File: config.mk
export PLATFORM = sky130hd
export DESIGN_NAME = instruction_prefetch_buffer
export DESIGN_NICKNAME = d
export VERILOG_FILES = /design/src/rtl/instruction_prefetch_buffer_pkg.sv /design/src/rtl/instruction_prefetch_buffer_fifo.sv /design/src/rtl/instruction_prefetch_buffer.sv
export SDC_FILE = /design/constraint.sdc
export NUM_CORES = 1
export LEC_CHECK = 0
export CAP_MARGIN = 20
export CORE_MARGIN = 2
export CORE_UTILIZATION = 30
export DETAILED_ROUTE_END_ITERATION = 7
export MAX_ROUTING_LAYER = met4
export PLACE_DENSITY = 0.49
export SLEW_MARGIN = 5
export SYNTH_ARGS = -nofsm -noshare
export SYNTH_HDL_FRONTEND = slang
export SYNTH_SLANG_ARGS = --single-unit
File: constraint.sdc
create_clock -name clk -period 10 [get_ports clk]
set_clock_uncertainty 0.1 [all_clocks]
set_input_delay 1 -clock clk [delete_from_list [all_inputs] [get_ports clk]]
set_output_delay 1 -clock clk [all_outputs]
set_load 0.01 [all_outputs]
File: src/rtl/instruction_prefetch_buffer_pkg.sv
// Shared prefetch definitions: FSM encoding,
// reset fetch address, NOP word, queue entry.
package instruction_prefetch_buffer_pkg;

  localparam logic [1:0] ST_IDLE    = 2'd0;
  localparam logic [1:0] ST_RUN     = 2'd1;
  localparam logic [1:0] ST_DISCARD = 2'd2;

  localparam logic [31:0] RESET_PC_DEF = 32'h0000_0000;
  localparam logic [31:0] NOP_INSTR    = 32'h0000_0000;

  typedef struct packed {
    logic [31:0] instr;
    logic [31:0] pc_plus4;
  } pf_entry_t;

endpackage

File: src/rtl/instruction_prefetch_buffer_fifo.sv
// prefetch_fifo: DEPTH x 64-bit queue, push/pop/flush.
// Ports: push/push_data in, pop in, count/head out.
module prefetch_fifo
  import instruction_prefetch_buffer_pkg::*;
#(
  parameter int unsigned DEPTH = 4
) (
  input  logic                     clk,
  input  logic                     rst_n,
  input  logic                     flush,
  input  logic                     push,
  input  pf_entry_t                push_data,
  input  logic                     pop,
  output logic [$clog2(DEPTH):0]   count,
  output pf_entry_t                head
);

  localparam int unsigned AW = $clog2(DEPTH);
  localparam int unsigned CW = AW + 1;

  pf_entry_t       mem_q [DEPTH];
  pf_entry_t       last_q, last_d;
  logic [AW-1:0]   wr_ptr_q, wr_ptr_d;
  logic [AW-1:0]   rd_ptr_q, rd_ptr_d;
  logic [CW-1:0]   count_q, count_d;
  logic            push_ok, pop_ok;

  assign push_ok = push && !flush
                && (count_q != CW'(DEPTH));
  assign pop_ok  = pop && !flush
                && (count_q != '0);

  // When empty, show whatever was shown last
  assign head   = (count_q != '0) ? mem_q[rd_ptr_q]
                                  : last_q;
  assign last_d = head;
  assign count  = count_q;

  always_comb begin
    wr_ptr_d = wr_ptr_q;
    rd_ptr_d = rd_ptr_q;
    count_d  = count_q;
    if (flush) begin
      wr_ptr_d = '0;
      rd_ptr_d = '0;
      count_d  = '0;
    end else begin
      if (push_ok) wr_ptr_d = wr_ptr_q + AW'(1);
      if (pop_ok)  rd_ptr_d = rd_ptr_q + AW'(1);
      count_d = count_q + CW'(push_ok)
              - CW'(pop_ok);
    end
  end

  always_ff @(posedge clk or negedge rst_n) begin
    if (!rst_n) begin
      wr_ptr_q <= '0;
      rd_ptr_q <= '0;
      count_q  <= '0;
      last_q   <= '{instr: NOP_INSTR, pc_plus4: '0};
    end else begin
      wr_ptr_q <= wr_ptr_d;
      rd_ptr_q <= rd_ptr_d;
      count_q  <= count_d;
      last_q   <= last_d;
    end
  end

  always_ff @(posedge clk) begin
    if (push_ok) mem_q[wr_ptr_q] <= push_data;
  end

endmodule

File: src/rtl/instruction_prefetch_buffer.sv
// Instruction prefetch buffer: credit-limited fetch,
// in-order queue, redirect with stale-response drop.
module instruction_prefetch_buffer
  import instruction_prefetch_buffer_pkg::*;
#(
  parameter int unsigned DEPTH    = 4,
  parameter logic [31:0] RESET_PC = RESET_PC_DEF
) (
  input  logic        clk,
  input  logic        reset,
  output logic        imem_req,
  output logic [31:0] imem_addr,
  input  logic        imem_ready,
  input  logic        imem_valid,
  input  logic [31:0] imem_rdata,
  input  logic        redirect,
  input  logic [31:0] redirect_pc,
  input  logic        hold,
  output logic        out_valid,
  output logic [31:0] out_instr,
  output logic [31:0] out_pc_plus4
);

  localparam int unsigned CW = $clog2(DEPTH) + 1;

  logic [1:0]    state_q, state_d;
  logic [31:0]   fetch_pc_q, fetch_pc_d;
  logic [CW-1:0] outst_q, outst_d;
  logic [CW-1:0] disc_q, disc_d;
  logic [CW-1:0] count, credit, stale;
  pf_entry_t     push_data, head;
  logic          run, accept, resp, push, pop;

  assign run       = state_q == ST_RUN;
  assign credit    = count + outst_q;
  assign imem_req  = run && (credit < CW'(DEPTH));
  assign imem_addr = fetch_pc_q;
  assign accept    = imem_req && imem_ready;
  assign resp      = imem_valid && (state_q != ST_IDLE);
  assign push      = imem_valid && run && !redirect;

  // Responses are in order: the oldest outstanding
  // fetch sits outst_q words behind fetch_pc_q.
  assign push_data = {imem_rdata,
                      fetch_pc_q
                      - 32'({outst_q, 2'b00})
                      + 32'd4};

  assign out_valid    = count != '0;
  assign pop          = out_valid && !hold && !redirect;
  assign out_instr    = head.instr;
  assign out_pc_plus4 = head.pc_plus4;

  // Everything in flight after a redirect edge is stale,
  // including a request accepted in the redirect cycle.
  assign stale = disc_q + outst_q + CW'(accept)
               - CW'(resp);

  always_comb begin
    state_d    = state_q;
    fetch_pc_d = fetch_pc_q;
    outst_d    = outst_q;
    disc_d     = disc_q;
    if (redirect) begin
      fetch_pc_d = redirect_pc & ~32'h3;
      outst_d    = '0;
      disc_d     = stale;
      state_d    = (stale != '0) ? ST_DISCARD : ST_RUN;
    end else begin
      unique case (1'b1)
        state_q == ST_IDLE: begin
          state_d = ST_RUN;
        end
        state_q == ST_RUN: begin
          if (accept) fetch_pc_d = fetch_pc_q + 32'd4;
          outst_d = outst_q + CW'(accept)
                  - CW'(imem_valid);
        end
        state_q == ST_DISCARD: begin
          if (imem_valid) begin
            disc_d = disc_q - CW'(1);
            if (disc_q == CW'(1)) state_d = ST_RUN;
          end
        end
        default: begin
          state_d = ST_IDLE;
        end
      endcase
    end
  end

  always_ff @(posedge clk or negedge reset) begin
    if (!reset) begin
      state_q    <= ST_IDLE;
      fetch_pc_q <= RESET_PC;
      outst_q    <= '0;
      disc_q     <= '0;
    end else begin
      state_q    <= state_d;
      fetch_pc_q <= fetch_pc_d;
      outst_q    <= outst_d;
      disc_q     <= disc_d;
    end
  end

  prefetch_fifo #(
    .DEPTH(DEPTH)
  ) u_fifo (
    .clk      (clk),
    .rst_n    (reset),
    .flush    (redirect),
    .push     (push),
    .push_data(push_data),
    .pop      (pop),
    .count    (count),
    .head     (head)
  );

endmodule

### Word-level counts from Yosys, hierarchy flattened

Memories as Yosys holds them, arrays and structs flattened.
Cells that the tools add are included.

* output and inout bits: 98
* input bits: 70
* RAM bits: 256
* register bits after elaboration: 111
* memories kept: 1
* word-level logic and storage cells: 79

* magnitude comparators: 1
* reductions and logical operators: 26
* $add $sub $neg: 14
* multiplexer cells: 21
* eq/ne operators: 7

Memories
* u_fifo.mem_q: words 4, bits a word 64, rd ports 1, clocked after memory_dff 0, wr ports 1, line instruction_prefetch_buffer_fifo.sv:21 `pf_entry_t mem_q [DEPTH];`

Operator list (number)
* 2-to-1 mux 32 bit: 3
* adder 32 x 3 -> 32 bit (second input constant): 2
* 2-to-1 mux 64 bit: 1
* subtractor 32 x 5 -> 32 bit: 1
* 2-to-1 mux 3 bit: 6
* 2-to-1 mux 2 bit: 8
* nonzero test 2 bit: 7
* logical AND 1 bit: 11
* adder 3 x 1 -> 3 bit: 3
* subtractor 3 x 1 -> 3 bit: 3
* adder 3 bit: 2
* != test 3 bit (second input constant): 2
* case mux 2 bit (3 select lines): 1
* nonzero test 3 bit: 2
* adder 2 x 1 -> 2 bit (second input constant): 2
* AND reduction 2 bit: 2
* == test 3 x 1 -> 1 bit (second input constant): 1
* < comparator 3 bit (second input constant): 1
* != test 3 x 2 -> 1 bit (second input constant): 1
* AND reduction 3 bit: 1
* subtractor 3 x 1 -> 3 bit (second input constant): 1
* == test 2 x 1 -> 1 bit (second input constant): 1
* == test 2 bit (second input constant): 1
* logical NOT 1 bit: 2
* other kinds (3): 4

### Logic depth before layout (Yosys ltp)

Gate-level depths: netlist of the first run.

* word-level depth: 9
* gate-level depth with buffers: 14
* depth with buffers taken out: 13

### Hierarchy

From an unflattened synthesis of the first run, not the netlist that was laid out.

* cells, all modules: 1055
* area total of the unflattened synthesis: 16399.5 um^2

Modules (own cells, without submodules)
* prefetch_fifo: times used 1, cells each 512, area an instance 12031.5 um^2, seq. area each 9464.1 um^2
* instruction_prefetch_buffer: times used 1, cells each 543, area an instance 4367.9 um^2, seq. area each 950.9 um^2

### Least setup slack after synthesis of the first run

Ideal clock, no wire load.

* path type: input to register
* start point: input redirect
* end point: memory u_fifo.mem_q[0][10] in the netlist's numbering, enable pin
* setup time: 426 ps
* buffers on the path: 1
* data required time: 9474 ps
* arrival time: 3279 ps
* setup slack: 6194 ps
* stages on the path: 3
* path through: clkbuf_1 a2111oi_2 and2_1

* cells in the longest elaborated chain, start to end: 6

RTL lines
* start, declared: line instruction_prefetch_buffer.sv:16 `input logic redirect,`
* logical NOT 1 bit (*): line instruction_prefetch_buffer_fifo.sv:28, instruction_prefetch_buffer.sv:40
* logical AND 1 bit: line instruction_prefetch_buffer.sv:40 `assign push = imem_valid && run && !redirect;`
* logical AND 1 bit (*): line instruction_prefetch_buffer_fifo.sv:28 `assign push_ok = push && !flush`
* logical AND 1 bit (*): line instruction_prefetch_buffer_fifo.sv:29 `&& (count_q != CW'(DEPTH));`
* 2-to-1 mux 1 bit (*): line instruction_prefetch_buffer_fifo.sv:70 `if (push_ok) mem_q[wr_ptr_q] <= push_data;`
* 2-to-1 mux 1 bit (implied by the code) (*): line instruction_prefetch_buffer_fifo.sv:70
* end, declared: line instruction_prefetch_buffer_fifo.sv:21

Mark *: on every way between the ends. The rest lies on a longest branch, timed or not.

### Worst setup path after layout of the first run

* start point: register u_fifo.rd_ptr_q[0]
* end point: output out_pc_plus4[16]

* cells in the longest elaborated chain, start to end: 2

RTL lines
* start, declared: line instruction_prefetch_buffer_fifo.sv:24 `logic [AW-1:0] rd_ptr_q, rd_ptr_d;`
* start signal, assigned: line instruction_prefetch_buffer_fifo.sv:63 `rd_ptr_q <= rd_ptr_d;`
* memory (4 x 64 bit)
* 2-to-1 mux 64 bit: line instruction_prefetch_buffer_fifo.sv:34 `assign head = (count_q != '0) ? mem_q[rd_ptr_q]`
* end, declared: line instruction_prefetch_buffer.sv:21 `output logic [31:0] out_pc_plus4`

Every way passes these cells.

==> impl_metrics.toml, run 1 <==
[sta]
drv_slew = 0
period_share_pct = 46.74
max_freq_ghz = 0.2139
period_needed_ps = 4674
tns_ps = 0
slew_headroom_pct = 28.49
worst_slew_pin_slew_ps = 1073
setup_viol = 0
hold_viol_final = 0
rsz0062_at_grt = "no"

[cts]
cts_resized = 0
clockRootBuffer = "clkbuf_16"
h-tree-depth = 2
clock_latency_ps = 550
clk_path_buf_depth = 3
ctsHoldBuffers = 0
tritoncts = "yes"
cts_made_buffers = 43
clk_pin_slew_ps = 60
clock-sinks = 357
post-cts-setup-buffers = 0

[synthesis]
yosys_warnings = 0
synth-async-reset-ratio_pct = 30.53
synth_edf_count = 248
synth_area_leaders = "edfxtp_1 (47%), dfrtp_1 (17%), mux4_2 (8.8%)"
ys_types = 55
synth_area_sq_um = 15960
ys.flop_type = "edfxtp_1"
avgSynthCellArea_sq_um = 15.33
syn_inst = 1041
synth_top_area_share_pct = 46.67
ys_ff_latch = 357
yosysTopAreaCell = "edfxtp_1"
synth_seq_area_share_pct = 63.77

[final_layout]
n_fill_cell = 5007
drive_above_1_share_pct = 17.33
antenna_cells = 0
stdcell_count = 1940
nNetsFinal = 1364
final_common_cell = "edfxtp_1"
areaGrowthSynthToFinish_pct = 24.03
layout_common_cells = "edfxtp_1 (248), clkdlybuf4s50_1 (161), dfrtp_1 (107), nand2_1 (71), ha_1 (71)"

[worst_setup_path]
path_depth = 4
crit_family = "buffers and inverters"
cp_cell_sequence = "buf_4 > mux4_2 > mux2_2 > clkdlybuf4s50_1"
reg2reg_slack_ps = 6390
crit_buf_inv = 2
endpoint_kind = "output port"
slowest_delay_ps = 920
r2r-end = "disc_q[2]"
crit_type = "reg2out"
r2r_cells = 13
cp-startpoint = "u_fifo.rd_ptr_q[0]"
endpoint = "out_pc_plus4[16]"
r2r-start = "outst_q[1]"
cp_max_fo = 37
crit_required_ps = 8900
startpoint_type = "flop"
slowest_stage = "dfrtp_4"
worstPathArrival_ps = 3570

[floorplanning]
die_y_um = 234.6
core_sq_um = 52550
start_util_pct = 30.36
die_area_sq_um = 55050
die_w_um = 234.6
io_pins = 168
rows = 84

[detailed_routing]
antenna_left = 0
drt_first_pass_iters = 5
drc_errors = 0
drt_first_iter_violations = 316
viasPerCell = 4.600
wl_per_cell_um = 18.78
totalWireLength_mm = 36.43
dr_total_vias = 8924

[run_status]
status = "complete, no violations"

[global_routing]
antenna_found_initial = 0
grt_max_degree = 64
grt_usage_pct = 13.82
grt_overflow = 0
grt_first_pass_wirelength_mm = 57.13
grt_pass1_vias = 9591

[placement]
dp.cells = 1861
place_congestion = 0.8321
dp_hpwl_mm = 23.19
port_buffers = 163

[power_and_ir_drop]
p_leak_nw = 7.148
power_density_nw_per_um2 = 260.8
power.total_w = 0.005161
max-vdd-ir-drop_v = 0.0001189

[flow_run]
drv_cap = 0

[min_path]
hold_path_class = "in2async"
==> worst register-to-register path: stages (launching register included) <==
cell	delay, ps
dfrtp_1	450
ha_1	310
a31oi_1	90
xnor2_1	570
or2_1	340
inv_2	140
fa_1	400
fa_1	390
xor2_1	190
xnor2_1	120
nor2_1	150
o22ai_1	100
nand2_1	80
o21ai_0	70
==> worst min-delay path by stage <==
stage,endpoint,slack [ps],cells past startpoint
6_report,u_fifo.last_q[51],260,1
5_1_grt,u_fifo.last_q[51],260,1
4_1_cts,u_fifo.last_q[51],240,1
3_5_place_dp,u_fifo.last_q[1],370,1
3_3_place_gp,u_fifo.last_q[0],370,1
2_1_floorplan,state_q[0],390,1
==> power breakdown <==
group,switching [W],leakage (nW),total [W],internal [W]
sequential,0.000111,3.54,0.00194,0.00183
clock,0.000602,0.698,0.00157,0.000966
combinational,0.000784,2.91,0.00165,0.000865
total,0.00150,7.15,0.00516,0.00366
==> state kept, by name (all words and copies together), names as in the netlist <==
register / flops
u_fifo.mem_q: 248
u_fifo.last_q: 64
imem_addr: 30
disc_q: 3
outst_q: 3
u_fifo.count: 3
state_q: 2
u_fifo.rd_ptr_q: 2
u_fifo.wr_ptr_q: 2
==> logic make-up after synthesis <==
family | share of synthesized area, %
flip-flops | 63.77
AND/OR/NAND/NOR | 5.505
AO/OA/AOI/OAI | 5.105
multiplexers | 13.32
buffers and inverters | 2.407
adder cells (fa/ha/maj) | 6.195
XOR/XNOR | 3.678
other | 0.02350
==> cells in the mapped netlist (all sizes together), types with 3 or more instances <==
| cell | count |
|---|---|
| mux2 | 63 |
| nor3 | 6 |
| and3 | 13 |
| ha | 71 |
| and2 | 7 |
| xnor2 | 50 |
| a31oi | 8 |
| a2111oi | 3 |
| clkbuf | 31 |
| nor2 | 31 |
| or2 | 3 |
| nand2 | 71 |
| dfrtp | 109 |
| o22ai | 3 |
| mux4 | 62 |
| xor2 | 17 |
| nand2b | 5 |
| nand4 | 11 |
| nand3 | 13 |
| o21ai | 47 |
| inv | 55 |
| nor4 | 3 |
| a21oi | 39 |
| edfxtp | 248 |
| buf | 12 |
| fa | 5 |
| o211ai | 9 |
| a211oi | 4 |
| nor2b | 10 |
| and4 | 3 |
| a21o | 10 |
==> metal layers <==
metal	GRT usage, %	wire length (um)	vias up
met4	3.510	742	0
met1	17.83	16700	4448
met3	3.231	1772	60
li1	-	-	4237
met5	-	0	-
met2	22.00	17220	179
==> layout make-up <==
type | count | area, sq um | share of cell area (%)
Inverter | 55 | 206.4 | 1.043
Tap cell | 688 | 860.8 | 4.349
Multi-Input combinational cell | 587 | 5411 | 27.34
Sequential cell | 357 | 10180 | 51.44
Clock inverter | 14 | 175.2 | 0.8851
Timing Repair Buffer | 174 | 1707 | 8.623
Clock buffer | 65 | 1251 | 6.322
==> metrics by stage <==
stage | hold WS [ps] | cell area, sq um | utilization (%) | worst slack, ps
detailed placement | 374.5 | 18370 | 34.95 | 5722
CTS | 244.1 | 19790 | 37.66 | 5104
global route | 258.5 | 19790 | 37.66 | 5004
global placement | 373.5 | 18370 | 34.95 | 5745
finish | 262.0 | 19790 | 37.66 | 5326
floorplan | 388.8 | 15960 | - | 6194
(Power assumes the default switching activity.)
==> run 2: changes to the inputs <==
clock period = 4.6 ns   (was 10 ns; I/O delays follow)
==> impl_metrics.toml, run 2 (same netlist as run 1, synthesis figures left out) <==
[run_status]
status = "complete, no violations"

[cts]
tritoncts = "yes"
clock_latency_ps = 560
post-cts-setup-buffers = 0
h-tree-depth = 2
clk_pin_slew_ps = 60
clockRootBuffer = "clkbuf_16"
cts_made_buffers = 41
clock-sinks = 357
clk_path_buf_depth = 3

[sta]
drv_slew = 0
worst_slew_pin_slew_ps = 726.6
tns_ps = 0
max_freq_ghz = 0.2761
period_needed_ps = 3622
slew_headroom_pct = 51.56
rsz0062_at_grt = "no"
setup_viol = 0
hold_slack_ps = 228.1
hold_viol_final = 0
period_share_pct = 78.73

[detailed_routing]
drc_errors = 0
dr_total_vias = 8917
drt_first_pass_iters = 6
antenna_left = 0
totalWireLength_mm = 36.39
wl_per_cell_um = 18.72
drt_first_iter_violations = 347
viasPerCell = 4.587

[floorplanning]
rows = 84
start_util_pct = 30.36
io_pins = 168
die_y_um = 234.6
die_w_um = 234.6
core_sq_um = 52550
die_area_sq_um = 55050

[placement]
port_buffers = 163
place_congestion = 0.8210
dp_hpwl_mm = 23.93
placed_area_sq_um = 18500

[final_layout]
top_register = "u_fifo.mem_q"
drive_above_1_share_pct = 17.60
areaGrowthSynthToFinish_pct = 24.55
layout_common_cells = "edfxtp_1 (248), clkdlybuf4s50_1 (161), dfrtp_1 (107), nand2_1 (71), ha_1 (71)"
antenna_cells = 0
final_util_pct = 37.82
final_cell_area_sq_um = 19870
final_common_cell = "edfxtp_1"
largest_reg_flops = 248
nNetsFinal = 1369

[worst_setup_path]
crit_type = "reg2out"
startpoint_type = "flop"
crit_required_ps = 4040
r2r_cells = 14
cp_max_fo = 28
endpoint_kind = "output port"
worstPathArrival_ps = 3060
reg2reg_slack_ps = 1200

[global_routing]
grt_overflow = 0
grt_pass1_vias = 9606
grt_first_pass_wirelength_mm = 57.06
antenna_found_initial = 0
grt_usage_pct = 13.71
grt_max_degree = 66

[power_and_ir_drop]
power_density_nw_per_um2 = 560.4
pwr-share-seq_pct = 37.7
p_sw_share_pct = 29.02
clkPwrFrac_pct = 29.5
pwr-share-comb_pct = 32.8
p_leak_nw = 7.180
power_switching_w = 0.003232
max-vdd-ir-drop_v = 0.0002103
power.total_w = 0.01114
intPower_w = 0.007906

[min_path]
hold_path_class = "in2reg"
hold_depth = 2

[flow_run]
drv_cap = 0
run 2: changes by cell type in the layout (fill, tap and decap cells not counted):
cell	delta
bufinv_16	-1
buf_4	-1
inv_6	+1
buf_12	+7
clkbuf_1	-6
clkinv_1	+5
clkbuf_16	-2
clkinv_2	-1
clkbuf_8	+2
dlygate4sd3_1	+1
clkinvlp_4	-1
run 2: power groups by stage:
stage	Clock [W]	Combinational [W]	Sequential (W)
global placement	0	0.00369	0.00427
finish	0.00328	0.00365	0.00420
detailed placement	0	0.00372	0.00428
global route	0.00352	0.00399	0.00426
CTS	0.00341	0.00374	0.00422
floorplan	0	0.00215	0.00417
run 2: final timing paths:
check / from / to
max reg2reg: outst_q[1] / disc_q[2]
min in group asynchronous: reset / u_fifo.last_q[53]
min: redirect / outst_q[2]
max in group asynchronous: reset / imem_addr[13]
max: u_fifo.rd_ptr_q[0] / out_instr[8]
min reg2reg: u_fifo.last_q[1] / u_fifo.last_q[1]
run 2: worst max-delay path, cell delays in order, from the launching register on:
cell,delay [ps]
dfrtp_4,800
buf_4,360
mux4_2,540
mux2_2,290
clkdlybuf4s50_1,480
run 2: final cells by class:
| class | instances | area [sq um] |
|---|---|---|
| fillers | 4950 | 32680 |
| flip-flops and latches | 357 | 10180 |
| multi-input cells | 587 | 5411 |
| repair buffers | 181 | 1849 |
| clock buffers | 59 | 1206 |
| well taps | 688 | 860.8 |
| inverters | 55 | 206.4 |
| clock inverters | 17 | 160.2 |
run 2: stage by stage:
step | cells | worst slack, ps
3_5_place_dp | 1867 | 1146
6_report | 1944 | 978.3
4_1_cts | 1944 | 851.8
3_3_place_gp | 1867 | 1151
2_1_floorplan | 1042 | 1318
5_1_grt | 1944 | 800.9
run 2: per-layer routing:
| layer | global-route usage [%] | wire, um | vias to the layer above |
|---|---|---|---|
| met2 | 22.00 | 17260 | 152 |
| li1 | - | - | 4252 |
| met1 | 17.78 | 17190 | 4459 |
| met5 | - | 0 | - |
| met4 | 4.162 | 746 | 0 |
| met3 | 2.408 | 1187 | 54 |
run 2: what timing repair did:
action | CTS | global route
resized for setup | 0 | 0
hold buffers | 1 | 0
endpoints found under the hold margin | 45 | 0
